<file path="src/rtl/huffman_decoder.sv">
// Serial Huffman decoder for a 6-symbol code table.
// It takes one code bit per beat, matches the accumulated bits against the loaded
// table and returns symbol indices 1..6 over a valid/ready interface.
//
// state | meaning
// IDLE  | no table loaded; incoming bits are ignored
// RUN   | table loaded; accepting bits and matching codes
// ERR   | CODE_W bits arrived with no match; held until tbl_load
module huffman_decoder #(
   parameter int CODE_W = 8,
   parameter int SYM_W  = 3,
   parameter int CNT_W  = 16
) (
   input  logic              clk,
   input  logic              reset,
   input  logic              tbl_load,
   input  logic [CODE_W-1:0] HC1,
   input  logic [CODE_W-1:0] HC2,
   input  logic [CODE_W-1:0] HC3,
   input  logic [CODE_W-1:0] HC4,
   input  logic [CODE_W-1:0] HC5,
   input  logic [CODE_W-1:0] HC6,
   input  logic [CODE_W-1:0] M1,
   input  logic [CODE_W-1:0] M2,
   input  logic [CODE_W-1:0] M3,
   input  logic [CODE_W-1:0] M4,
   input  logic [CODE_W-1:0] M5,
   input  logic [CODE_W-1:0] M6,
   input  logic              bit_valid,
   input  logic              bit_in,
   output logic              bit_ready,
   output logic              sym_valid,
   output logic [SYM_W-1:0]  sym_out,
   input  logic              sym_ready,
   output logic              code_err,
   output logic [CNT_W-1:0]  sym_cnt
);

   localparam int LEN_W = $clog2(CODE_W + 1);

   typedef enum logic [1:0] {IDLE, RUN, ERR} state_t;

   state_t            state;
   logic [CODE_W-1:0] acc;
   logic [LEN_W-1:0]  len;

   logic [CODE_W-1:0] hc_q [6];
   logic [CODE_W-1:0] m_q  [6];
   logic [LEN_W-1:0]  l_q  [6];

   logic [CODE_W-1:0] hc_in [6];
   logic [CODE_W-1:0] m_in  [6];

   logic [CODE_W-1:0] acc_n;
   logic [LEN_W-1:0]  len_n;
   logic              hit;
   logic [SYM_W-1:0]  hit_sym;
   logic              accept;
   logic              handoff;

   assign hc_in[0] = HC1;
   assign hc_in[1] = HC2;
   assign hc_in[2] = HC3;
   assign hc_in[3] = HC4;
   assign hc_in[4] = HC5;
   assign hc_in[5] = HC6;
   assign m_in[0]  = M1;
   assign m_in[1]  = M2;
   assign m_in[2]  = M3;
   assign m_in[3]  = M4;
   assign m_in[4]  = M5;
   assign m_in[5]  = M6;

   // Code lengths are taken from the masks once at load so the match path has no adder tree.
   function automatic logic [LEN_W-1:0] popcount(input logic [CODE_W-1:0] v);
      logic [LEN_W-1:0] c;
      c = '0;
      for (int k = 0; k < CODE_W; k++) begin
         c = c + LEN_W'(v[k]);
      end
      return c;
   endfunction

   // A pending symbol blocks new bits until the consumer takes it; the load cycle never accepts.
   assign bit_ready = !reset && !tbl_load && (state == RUN) && (!sym_valid || sym_ready);
   assign accept    = bit_valid && bit_ready;
   assign handoff   = sym_valid && sym_ready;
   assign acc_n     = {acc[CODE_W-2:0], bit_in};
   assign len_n     = len + LEN_W'(1);

   // Compare the would-be accumulator against every enabled code; scanning downward lets the lowest index win.
   always_comb begin
      hit     = 1'b0;
      hit_sym = '0;
      for (int i = 5; i >= 0; i--) begin
         if ((m_q[i] != '0) && (len_n == l_q[i]) && ((acc_n & m_q[i]) == (hc_q[i] & m_q[i]))) begin
            hit     = 1'b1;
            hit_sym = SYM_W'(i + 1);
         end
      end
   end

   // Table registers, captured on tbl_load.
   always_ff @(posedge clk) begin
      if (reset) begin
         for (int i = 0; i < 6; i++) begin
            hc_q[i] <= '0;
            m_q[i]  <= '0;
            l_q[i]  <= '0;
         end
      end else if (tbl_load) begin
         for (int i = 0; i < 6; i++) begin
            hc_q[i] <= hc_in[i];
            m_q[i]  <= m_in[i];
            l_q[i]  <= popcount(m_in[i]);
         end
      end
   end

   // Decode FSM: bit accumulation, symbol output register and sticky error.
   always_ff @(posedge clk) begin
      if (reset) begin
         state     <= IDLE;
         acc       <= '0;
         len       <= '0;
         sym_valid <= 1'b0;
         sym_out   <= '0;
         code_err  <= 1'b0;
      end else if (tbl_load) begin
         state     <= RUN;
         acc       <= '0;
         len       <= '0;
         sym_valid <= 1'b0;
         code_err  <= 1'b0;
      end else begin
         if (handoff) begin
            sym_valid <= 1'b0;
         end
         if (accept) begin
            if (hit) begin
               sym_out   <= hit_sym;
               sym_valid <= 1'b1;
               acc       <= '0;
               len       <= '0;
            end else if (len_n == LEN_W'(CODE_W)) begin
               state    <= ERR;
               code_err <= 1'b1;
            end else begin
               acc <= acc_n;
               len <= len_n;
            end
         end
      end
   end

   // Count symbols actually taken by the consumer; wraps naturally.
   always_ff @(posedge clk) begin
      if (reset) begin
         sym_cnt <= '0;
      end else if (handoff) begin
         sym_cnt <= sym_cnt + CNT_W'(1);
      end
   end

endmodule

</file>
<file path="config.mk">
export PLATFORM = sky130hd
export DESIGN_NAME = huffman_decoder
export DESIGN_NICKNAME = d
export VERILOG_FILES = /design/src/rtl/huffman_decoder.sv
export SDC_FILE = /design/constraint.sdc
export NUM_CORES = 1
export LEC_CHECK = 0
export ABC_AREA = 0
export BUFFER_PORTS_ARGS = -buffer_cell sky130_fd_sc_hd__buf_2
export CELL_PAD_IN_SITES_DETAIL_PLACEMENT = 2
export CELL_PAD_IN_SITES_GLOBAL_PLACEMENT = 2
export CORE_UTILIZATION = 41
export DETAILED_ROUTE_END_ITERATION = 8
export PLACE_DENSITY = 0.84
export SETUP_SLACK_MARGIN = 0.5
export SYNTH_ARGS = -nofsm -noshare
export SYNTH_HDL_FRONTEND = slang
export SYNTH_SLANG_ARGS = --single-unit
</file>
<file path="constraint.sdc">
create_clock -name clk -period 8.7 [get_ports clk]
set_input_delay 1.305 -clock clk [delete_from_list [all_inputs] [get_ports clk]]
set_output_delay 1.305 -clock clk [all_outputs]
set_load 0.1 [all_outputs]
</file>
Word level (Yosys, flattened, before mapping)
Memories as Yosys holds them, arrays and structs flattened. Index checks and enable logic that the tools add are counted. Widths: inputs -> output; s select.

Bitwise logic cells: 32. $add $sub $neg: 44. Mux-type cells: 46. Reductions and logical operators: 34. Equality and inequality tests: 16.

Operators by type and width (number): $add 4x1->4 (24); $and 8x8->8 (12); $mux 8 (12); $eq 8x8->1 (6); $reduce_bool 8->1 (6); $mux 4 (8); $add 3x1->4 (6); $eq 4x4->1 (6); $add 2x1->3 (6); $mux 1 (18); $mux 3 (6); $or 1x1->1 (18); $logic_and 1x1->1 (17); $add 16x1->16 const B (1); $mux 7 (2); $add 1x1->2 (6); $reduce_and 3->1 (3); $add 4x1->4 const B (1); $eq 4x4->1 const B (1); $ne 2x2->1 const B (2); $reduce_bool 2->1 (2); $logic_not 1->1 (3); $eq 2x1->1 const B (1); $not 1->1 (2); 3 further kinds (3).

Word-level logic and storage cells: 182. Memories kept: 3. Bits in writable memories: 120. Output and inout port bits: 22. Flip-flop bits (word level): 33. Input port bits: 102.

Memories: hc_q (words 6, width 8, rd ports 6, clocked after memory_dff 0, write ports 6, line 47) `logic [CODE_W-1:0] hc_q [6];`; m_q (words 6, width 8, rd ports 6, clocked after memory_dff 0, write ports 6, line 48) `logic [CODE_W-1:0] m_q [6];`; l_q (words 6, width 4, rd ports 6, clocked after memory_dff 0, write ports 6, line 49) `logic [LEN_W-1:0] l_q [6];`.

Longest topological paths before layout
Gate-level depths: netlist of the first run.

Word-level depth: 13. Depth in mapped cells: 10. Gate-level depth less buffers: 10.

Least setup slack after synthesis of the first run
Ideal clock, no wire load.

Path kind: in2reg. From: in reset. To: reg sym_out[0]. Stages on the path: 6. Setup time: 123 ps. Setup slack: 2944 ps. Arrival time: 5633 ps. Required time: 8577 ps. Path buffers: 0. Cells stage by stage: inv_1 -> nand2_1 -> nor4_1 -> nand2_1 -> a21oi_2 -> mux2_1.

Longest elaborated chain between the ends: 6.

Ends and longest elaborated chain: from (decl) (line 15) `input logic reset,`; $logic_not 1->1 (line 85) `assign bit_ready = !reset && !tbl_load && (state == RUN) && (!sym_valid || sym_ready);`; $logic_and 1x1->1 (3 in a row) (line 85); net bit_ready (line 31) `output logic bit_ready,`; $logic_and 1x1->1 (line 86) `assign accept = bit_valid && bit_ready;`; $reduce_and 3->1 (no line); to (signal assigned) (line 141) `sym_out <= hit_sym;`; to (decl) (line 33) `output logic [SYM_W-1:0] sym_out,`.

The timed path passes the listed nets, and every way through them passes these cells. A chain may end at the register's enable or synchronous reset.

Final worst setup path of the first run
From: in reset. To: out bit_ready.

Longest elaborated chain between the ends: 4.

Ends and longest elaborated chain (line): $logic_not 1->1 (85); $logic_and 1x1->1 (3 in a row) (85); to (decl) (31).

Every way passes these cells.

==> flow_summary.toml, run 1 <==
[power]
power_switching_share_pct = 26.7
combPwrFrac_pct = 15.4
power.density_mw_per_mm2 = 206
p_clk_share_pct = 38.8
static-leakage-power_uw = 0.00412
switchingPower_uw = 518
worst_ir_drop_vdd_mv = 0.150
seq_power_share_pct = 45.7
internal_power_uw = 1420

[grt]
grt_pass1_wl_um = 36900
grt_max_degree = 86
grt.overflow.total = 0
grt_antenna_before_repair = 0
via_count_of_the_first_global_routing_pass = 6360
grt_use_total_pct = 25.0

[timing]
period_needed_ns = 4.06
accumulated_negative_setup_slack_ns = 0
finClkSkew_ns = 0.00692
setup_viol = 0
layout_worst_path_cycle_share_pct = 46.7
fmaxAchievable_ghz = 0.246
timing.slew.headroom_pct = 32.4
worst_pin_slew_ns = 1.01
timing_max_transition_violations_final = 0
hold_violations = 0
grt_setup_unrepaired = "false"

[floorplan]
std_cell_rows = 50
floorplan.die.height_um = 142
floorplan.core_area_sq_mm = 0.0190
floorplan.die_area_sq_mm = 0.0202
chipWidth_um = 142
io-pin-count = 124
initial_utilization_pct = 42.4

[logic_synthesis]
mappedNetlistArea_sq_mm = 0.00804
synthesis.yosys.warnings = 0
synth_sequential_area_ratio_pct = 53.0
yosysTopAreaCellShare_pct = 44.8
yosys.cell_count.top_type = "edfxtp_1"
synth_cells = 686
synth_top_flop_cell = "edfxtp_1"
post_synth.cell_area_avg_sq_um = 11.7
synth_fp_nets = 832
yosys.area.top_type = "edfxtp_1"
number_of_synthesized_flops_with_an_enable_pin = 120
number_of_register_bits_inferred_by_synthesis = 153
async_reset_ff_share_pct = 0
synth_commonest_cells = "edfxtp_1 (120), and2_1 (80), xor2_1 (68)"
yosys-top-cells-area = "edfxtp_1 (45%), dfxtp_1 (8.2%), xor2_1 (7.4%)"
post_synth_num_cell_types = 46

[critical_path]
cp-startpoint = "reset"
cp_slowest_cell = "buf_2"
path_max_fanout = 21
critical_path.max_stage_delay_ns = 0.52
critical_path_arrival_ns = 2.76
rr_endpoint = "sym_out[0]$_SDFFE_PP0P_"
path_cells = "buf_2 > inv_1 > nand2_1 > nor4_1 > buf_2"
worst-endpoint-required_ns = 7.39
cp.depth = 5
regToRegStartpoint = "len[0]$_SDFFE_PP0P_"
critPathCaptureType = "primary output"
criticalPathCategory = "in -> out"
worstPathBufferInverterCount = 3
critical_path.top_delay_family = "buffers and inverters"
cp-start-kind = "primary input"
timing.critical_path.mode_cell = "buf_2"
critPathCapture = "bit_ready"
regToRegSetupSlack_ns = 5.02
reg2regPathDepth = 8

[clock_tree]
cts.sinks = 153
ctsHoldBuffers = 0
cts.htree.levels = 4
cts_post_setup_buffers_inserted = 0
tritoncts.num_buffers = 17
cts_resized = 0
clock-root-buffer = "clkbuf_16"
insertion_delay_ns = 0.43
tritoncts = "yes"
clk_pin_slew_worst_paths_ns = 0.06
max-clock-path-buffers = 2

[drt]
vias = 5611
drt_pass_1_iters = 4
remaining_drc_errors = 0
ant_nets = 0
first_iter_violations = 270
avgRoutedWirePerCell_um = 22.3
postRouteWirelength_um = 24000
detail_route.vias_per_cell = 5.23

[final_layout]
fraction_of_layout_instances_using_a_drive_strength_above_1_pct = 20.8
nFillCells = 1940
fin_util_pct = 49.8
layout.area.seq_sq_mm = 0.00426
layout-area-overhead-vs-synth_pct = 17.4
area_taken_by_multi_input_logic_gates_sq_mm = 0.00338
num-nets-final = 946

[placed_design]
dp_hpwl_um = 16400
buffer_ports.inserted = 123
globalplace.congestion = 0.785

[run]
drv_cap = 0

[outcome]
result_of_the_run = "finished clean"

[hold_path]
hold_path_class = "reg -> reg"
==> layer usage <==
metal	routed length, um	part of all wire [%]	track usage, %	vias to the layer above
met1	9410	39	27.9	2854
met4	782	3.3	11.3	0
met3	978	4.1	4.78	54
li1	-	-	-	2535
met5	0	0	0	-
met2	12800	53	46.1	168
==> state kept, by name, summed over array words and instances, names as in the netlist <==
signal and cells:
sym_cnt 16, sym_out 3, acc 7, sym_valid 1
len 4, m_q 48, state 2, hc_q 48
l_q 24
==> tightest hold or removal path, delay by kind of cell (launching register included) <==
family           cells  cell delay [ns]
flip-flops           1             0.34
multiplexers         1             0.07
AND/OR/NAND/NOR      1             0.07
==> cells by family after synthesis <==
logic type | share of synthesized area, %
and+or+nand+nor | 15.5
DFF | 53.0
xor gates and xnor gates | 11.2
buffers and inverters | 5.01
AOI/OAI and AO/OA | 4.82
adders and majority gates | 9.09
muxes | 1.38
==> power groups by stage <==
stage          clock network [uW]  registers (uW)  logic [uW]
5_1_grt                       787             891         332
6_report                      754             888         299
3_3_place_gp                    0             896         260
2_1_floorplan                   0             889         192
4_1_cts                       759             888         304
3_5_place_dp                    0             902         292
==> final cells by class <==
type	count	share of cell area (%)
Timing Repair Buffer	126	6.76
Tap cell	260	3.45
Multi-Input combinational cell	438	35.8
Antenna cell	1	0.0265
Clock buffer	20	4.62
Inverter	64	2.57
Clock inverter	11	1.58
Sequential cell	153	45.2
==> worst min path at each step <==
stage                     cells after the start  slack, ns                     to                   from
after floorplan                               2       0.45    len[1]$_SDFFE_PP0P_    len[1]$_SDFFE_PP0P_
after global placement                        1       0.46  state[0]$_SDFFE_PP0P_  state[0]$_SDFFE_PP0P_
after detailed placement                      2       0.49  state[1]$_SDFFE_PP0P_  state[1]$_SDFFE_PP0P_
after CTS                                     2       0.53    len[1]$_SDFFE_PP0P_    len[1]$_SDFFE_PP0P_
after global routing                          2       0.55    len[1]$_SDFFE_PP0P_    len[1]$_SDFFE_PP0P_
final                                         2       0.53    len[1]$_SDFFE_PP0P_    len[1]$_SDFFE_PP0P_
==> stage by stage <==
step	std cells	setup WS (ns)	total power, uW	hold WS [ns]	area, sq um
final	1073	4.64	1940	0.528	9440
after CTS	1072	4.66	1950	0.534	9440
after global placement	1041	4.68	1160	0.458	8850
after detailed placement	1041	4.52	1190	0.494	8850
after global routing	1072	4.55	2010	0.554	9440
after floorplan	686	2.94	1080	0.447	8040
==> cells in the final DEF, fill, tap and decap left out, types with 10 or more instances in the layout <==
cell type / count
nor2_1: 65
a21oi_1: 12
inv_1: 63
fa_1: 24
mux2i_1: 10
xor2_1: 68
and2_1: 80
dfxtp_1: 33
nor4_1: 13
clkbuf_16: 17
nand2_1: 31
xnor2_1: 23
ha_1: 20
edfxtp_1: 120
buf_2: 123
nand3_1: 18
a22oi_1: 24
No activity file was read; power rests on OpenSTA's default activity.
==> run 2: changes to the inputs <==
Settings changed: ABC_AREA 0 to 1, CORE_UTILIZATION 41 to 34, PLACE_DENSITY 0.84 to 0.77.
Clock period 8.7 ns to 4 ns, I/O delays scaled along.
==> flow_summary.toml, run 2 <==
[hold_path]
hold_path_class = "reg -> reg"

[floorplan]
floorplan.die.height_um = 160
std_cell_rows = 57
floorplan.core_area_sq_mm = 0.0245
initial_utilization_pct = 34.8
io-pin-count = 124
chipWidth_um = 160
floorplan.die_area_sq_mm = 0.0257

[logic_synthesis]
number_of_register_bits_inferred_by_synthesis = 153
async_reset_ff_share_pct = 0
number_of_synthesized_flops_with_an_enable_pin = 120
yosys.cell_count.top_type = "nor2_1"
synth_sequential_area_ratio_pct = 50.0
synth_cells = 1019
yosys.area.top_type = "edfxtp_1"
synthesis.yosys.warnings = 0
yosysTopAreaCellShare_pct = 42.3
mappedNetlistArea_sq_mm = 0.00852
synth_top_flop_cell = "edfxtp_1"
post_synth.cell_area_avg_sq_um = 8.36
yosys-top-cells-area = "edfxtp_1 (42%), nor2_1 (10%), inv_1 (9.0%)"
synth_fp_nets = 1165
post_synth_num_cell_types = 31
synth_commonest_cells = "nor2_1 (235), inv_1 (204), nand2_1 (158)"

[critical_path]
path_cells = "buf_2 > fa_1 > inv_1 > fa_1 > fa_1 > inv_1 > ha_1 > inv_1 > fa_1 > xor2_1 > nor2_1"
path_max_fanout = 2
worst-endpoint-required_ns = 4.15
critical_path_arrival_ns = 3.19
critPathCaptureType = "flip-flop"
cp_slowest_cell = "fa_1"
cp-start-kind = "primary input"
worstPathBufferInverterCount = 4
critical_path.top_delay_family = "adder cells"
criticalPathCategory = "in -> reg"
critical_path.max_stage_delay_ns = 0.54
timing.critical_path.mode_cell = "fa_1"

[grt]
grt.overflow.total = 0
grt_pass1_wl_um = 40400
grt_antenna_before_repair = 0
grt_max_degree = 55
via_count_of_the_first_global_routing_pass = 7670
grt_use_total_pct = 20.4

[timing]
finClkSkew_ns = 0.0158
worst_pin_slew_ns = 0.845
hold_violations = 0
accumulated_negative_setup_slack_ns = 0
layout_worst_path_cycle_share_pct = 76.2
period_needed_ns = 3.05
timing_max_transition_violations_final = 0
fmaxAchievable_ghz = 0.328
setup_viol = 0
timing.slew.headroom_pct = 43.6
grt_setup_unrepaired = "false"

[placed_design]
place.detailed.instances = 1442
globalplace.congestion = 0.782
dp_hpwl_um = 18300
buffer_ports.inserted = 123

[clock_tree]
max-clock-path-buffers = 2
clock-root-buffer = "clkbuf_16"
insertion_delay_ns = 0.43
tritoncts.num_buffers = 17
cts.htree.levels = 4
cts_post_setup_buffers_inserted = 0
ctsHoldBuffers = 0
cts_resized = 0
cts.sinks = 153
clk_pin_slew_worst_paths_ns = 0.06
tritoncts = "yes"

[final_layout]
nFillCells = 2806
final_common_cell = "nor2_1"
most-common-layout-cells = "nor2_1 (235), inv_1 (203), nand2_1 (157), buf_2 (123), edfxtp_1 (120)"
num-nets-final = 1283
layout-area-overhead-vs-synth_pct = 18.4
diodes_inserted = 0
reg_top3 = "hc_q x48, m_q x48, l_q x24"
fin_cells = 1473
fraction_of_layout_instances_using_a_drive_strength_above_1_pct = 15.1

[drt]
avgRoutedWirePerCell_um = 16.9
ant_nets = 0
postRouteWirelength_um = 24900
drt_pass_1_iters = 4
detail_route.vias_per_cell = 4.72
remaining_drc_errors = 0
vias = 6950
first_iter_violations = 280

[outcome]
result_of_the_run = "finished clean"

[power]
power.density_mw_per_mm2 = 428
worst_ir_drop_vdd_mv = 0.240
static-leakage-power_uw = 0.00486

[run]
drv_cap = 0
-- run 2: cell count changes in the layout (fill, tap and decap cells not counted), sizes merged, moves of 7 or more --
cell / previous run / this run
o21ai: 1 / 21
mux2i: 10 / 0
nor3b: 0 / 7
inv: 65 / 206
xor2: 69 / 16
nand2: 31 / 159
a22oi: 24 / 0
nor2: 65 / 238
nand3: 18 / 65
and2: 80 / 0
a21oi: 14 / 34
nor4: 14 / 0
or2: 1 / 9
xnor2: 24 / 6
-- run 2: worst reg2reg max path: stages (launching register included) --
cell and delay [ns]:
dfxtp_1 0.41, ha_1 0.24, inv_1 0.06, nand2_1 0.07
nand2_1 0.26, o21ai_0 0.33, nor2_1 0.08, nand3_1 0.10
nor2_1 0.10, nor2_4 0.32, nand3_2 0.45, a21oi_1 0.28
nor2_1 0.07
-- run 2: layout make-up --
cell class | count | area [sq um] | share of cell area [%]
inverters | 205 | 772 | 7.65
well taps | 324 | 405 | 4.02
multi-input cells | 629 | 3340 | 33.1
clock inverters | 13 | 175 | 1.74
repair buffers | 131 | 701 | 6.95
clock buffers | 18 | 429 | 4.25
flip-flops and latches | 153 | 4260 | 42.3
-- run 2: logic make-up after synthesis --
| logic type | Yosys count | share of synthesized area, % |
|---|---|---|
| compound gates | 60 | 3.66 |
| xor+xnor | 22 | 2.26 |
| fa+ha+maj | 44 | 8.57 |
| buf+inv | 237 | 10.8 |
| flops | 153 | 50.0 |
| simple gates | 503 | 24.6 |
-- run 2: routing by layer --
metal	part of all wire (%)	track usage (%)	vias up
met2	51	36.4	106
met3	2.8	3.02	19
met1	45	25.7	3437
met5	0	0	-
li1	-	-	3388
met4	1.5	5.28	0
-- run 2: final timing paths --
kind / cells after the start / slack [ns] / start / to
max: 11 / 0.95 / M3[0] / l_q[0][10]$_SDFFCE_PN0P_
min: 2 / 0.46 / sym_out[2]$_SDFFE_PP0P_ / sym_out[2]$_SDFFE_PP0P_
max reg2reg: 12 / 1.12 / len[1]$_SDFFE_PP0P_ / acc[0]$_SDFFE_PP0P_
min reg2reg: 2 / 0.46 / sym_out[2]$_SDFFE_PP0P_ / sym_out[2]$_SDFFE_PP0P_
-- run 2: power breakdown --
group / internal [uW] / total [uW] / switching, uW
sequential: 1850 / 1930 / 79.8
combinational: 268 / 686 / 419
clock: 1040 / 1700 / 667
total: 3160 / 4320 / 1170
-- run 2: per-stage QoR --
step                hold slack (ns)  utilization (%)  instance area, sq um  worst slack [ns]  total power (uW)
floorplan                     0.446                -                  8520             0.507              2390
global placement              0.446             38.8                  9480             0.675              2590
detailed placement            0.456             38.8                  9480             0.623              2650
CTS                           0.460             41.2                 10100             0.949              4370
global route                  0.477             41.2                 10100             0.857              4540
finish                        0.456             41.2                 10100             0.954              4320
==> run 3: changes to the inputs <==
Settings changed: CORE_UTILIZATION 34 to 31, PLACE_DENSITY 0.77 to 0.74.
Clock period 4 ns to 2.8 ns, I/O delays scaled along.
==> flow_summary.toml, run 3 (synthesis gave the netlist of run 2 again) <==
[drt]
detail_route.vias_per_cell = 4.67
vias = 7163
avgRoutedWirePerCell_um = 17.0
postRouteWirelength_um = 26100
ant_nets = 0
first_iter_violations = 269
remaining_drc_errors = 0
drt_pass_1_iters = 4

[run]
drv_cap = 0

[critical_path]
cp.depth = 10
worst-endpoint-required_ns = 2.98
path_cells = "buf_6 > fa_1 > inv_2 > fa_1 > fa_2 > inv_2 > ha_4 > inv_2 > fa_2 > nor2_1"
critical_path_arrival_ns = 2.88
critPathCaptureType = "flip-flop"
cp_slowest_cell = "fa_1"
path_max_fanout = 2
cp-startpoint = "M5[0]"
worstPathBufferInverterCount = 4
cp-start-kind = "primary input"
critPathCapture = "l_q[0][17]$_SDFFCE_PN0P_"
criticalPathCategory = "in -> reg"
reg2regPathDepth = 13
timing.critical_path.mode_cell = "inv_2"
regToRegStartpoint = "len[2]$_SDFFE_PP0P_"
rr_endpoint = "state[0]$_SDFFE_PP0P_"
regToRegSetupSlack_ns = 0.59
critical_path.top_delay_family = "adder cells"
critical_path.max_stage_delay_ns = 0.54

[placed_design]
globalplace.congestion = 0.758
dp_hpwl_um = 18800
buffer_ports.inserted = 123
worst_setup_slack_after_placement_ns = -0.424
detailed_place.area_sq_mm = 0.00972

[grt]
grt.overflow.total = 0
grt_use_total_pct = 19.3
grt_pass1_wl_um = 41500
via_count_of_the_first_global_routing_pass = 7938
grt_max_degree = 82
grt_antenna_before_repair = 0

[floorplan]
io-pin-count = 124
floorplan.core_area_sq_mm = 0.0270
initial_utilization_pct = 31.6
std_cell_rows = 60
floorplan.die.height_um = 168
floorplan.die_area_sq_mm = 0.0282
chipWidth_um = 168

[timing]
setup_slack_ns = 0.0987
final.hold.worst_slack_ns = 0.281
period_needed_ns = 2.70
grt_setup_unrepaired = "true"
timing.slew.headroom_pct = 62.7
layout_worst_path_cycle_share_pct = 96.5
timing_max_transition_violations_final = 0
setup_viol = 0
worst_pin_slew_ns = 0.559
fmaxAchievable_ghz = 0.370
accumulated_negative_setup_slack_ns = 0
hold_violations = 0
finClkSkew_ns = 0.0108

[power]
power.density_mw_per_mm2 = 585
worst_ir_drop_vdd_mv = 0.397
static-leakage-power_uw = 0.00509

[final_layout]
most-common-layout-cells = "nor2_1 (230), inv_1 (186), nand2_1 (150), edfxtp_1 (120), buf_2 (116)"
reg_top3 = "hc_q x48, m_q x48, l_q x24"
fraction_of_layout_instances_using_a_drive_strength_above_1_pct = 24.3
layout-area-overhead-vs-synth_pct = 26.8
layout.area.seq_sq_mm = 0.00428
nFillCells = 3010
num-nets-final = 1325
area_taken_by_multi_input_logic_gates_sq_mm = 0.00362
postLayoutCellArea_sq_mm = 0.0108
diodes_inserted = 0
final_common_cell = "nor2_1"

[clock_tree]
clk_pin_slew_worst_paths_ns = 0.07
max-clock-path-buffers = 2
tritoncts = "yes"
clock-root-buffer = "clkbuf_16"
cts.htree.levels = 4
tritoncts.num_buffers = 17
cts.sinks = 153
insertion_delay_ns = 0.43

[hold_path]
hold_path_class = "in -> reg"

[outcome]
result_of_the_run = "finished clean"
## run 3: cell types whose count changed in the layout (fill, tap and decap cells not counted), sizes merged
| cell | change |
|---|---|
| buf | +41 |
| inv | +7 |
| bufinv | -3 |
| clkinv | -2 |
| clkbuf | -1 |
| nand2 | +1 |
## run 3: repair_timing
item / 4_1_cts / 5_1_grt
setup buffers: 8 / 8
endpoints found under the setup margin: 39 / 40
pin swaps: 18 / 19
resized for setup: 57 / 49
cloned: 1 / 0
hold buffers: 0 / 0
## run 3: area by class of cell
class                      instances  share of cell area, %
tap                              341                   3.95
inverter                         205                   7.16
clock inverter                    15                   1.40
sequential                       153                   39.6
clock buffer                      17                   3.94
timing repair buffer             172                   10.5
multi-input combinational        630                   33.5
## run 3: power breakdown
| part | total (uW) | switching [uW] | internal, uW | leakage, uW |
|---|---|---|---|---|
| Clock | 2330 | 1070 | 1260 | 0.000283 |
| Sequential | 2750 | 107 | 2640 | 0.00156 |
| Combinational | 1250 | 695 | 551 | 0.00325 |
| Total | 6320 | 1870 | 4450 | 0.00509 |
## run 3: per-layer routing
metal / global-route usage [%] / up-vias / routed length, um / part of all wire, %
li1: - / 3470 / - / -
met1: 23.3 / 3556 / 11000 / 42
met2: 36.2 / 123 / 14000 / 54
met3: 2.77 / 14 / 989 / 3.8
met4: 3.63 / 0 / 170 / 0.65
met5: 0 / - / 0 / 0
## run 3: worst reg2reg max path, delay by kind of cell, from the launching register on
family	cells	cell delay, ns
buf+inv	2	0.31
simple gates	11	1.30
flops	1	0.49
## run 3: worst min path at each step
stage | startpoint | end | slack (ns) | cells after the start
final | HC6[2] | hc_q[0][42]$_SDFFCE_PN0P_ | 0.28 | 3
after global routing | HC6[2] | hc_q[0][42]$_SDFFCE_PN0P_ | 0.28 | 3
after CTS | sym_ready | sym_valid$_SDFF_PP0_ | 0.27 | 4
after detailed placement | sym_out[2]$_SDFFE_PP0P_ | sym_out[2]$_SDFFE_PP0P_ | 0.47 | 2
after global placement | sym_cnt[15]$_SDFFE_PP0P_ | sym_cnt[15]$_SDFFE_PP0P_ | 0.45 | 2
after floorplan | state[0]$_SDFFE_PP0P_ | state[0]$_SDFFE_PP0P_ | 0.45 | 2
## run 3: stage by stage
step	total power, uW	std cells	util (%)
finish	6320	1533	40.1
global route	6630	1533	40.1
CTS	6280	1525	39.2
detailed placement	3810	1484	36.1
global placement	3720	1484	36.1
floorplan	3410	1019	-
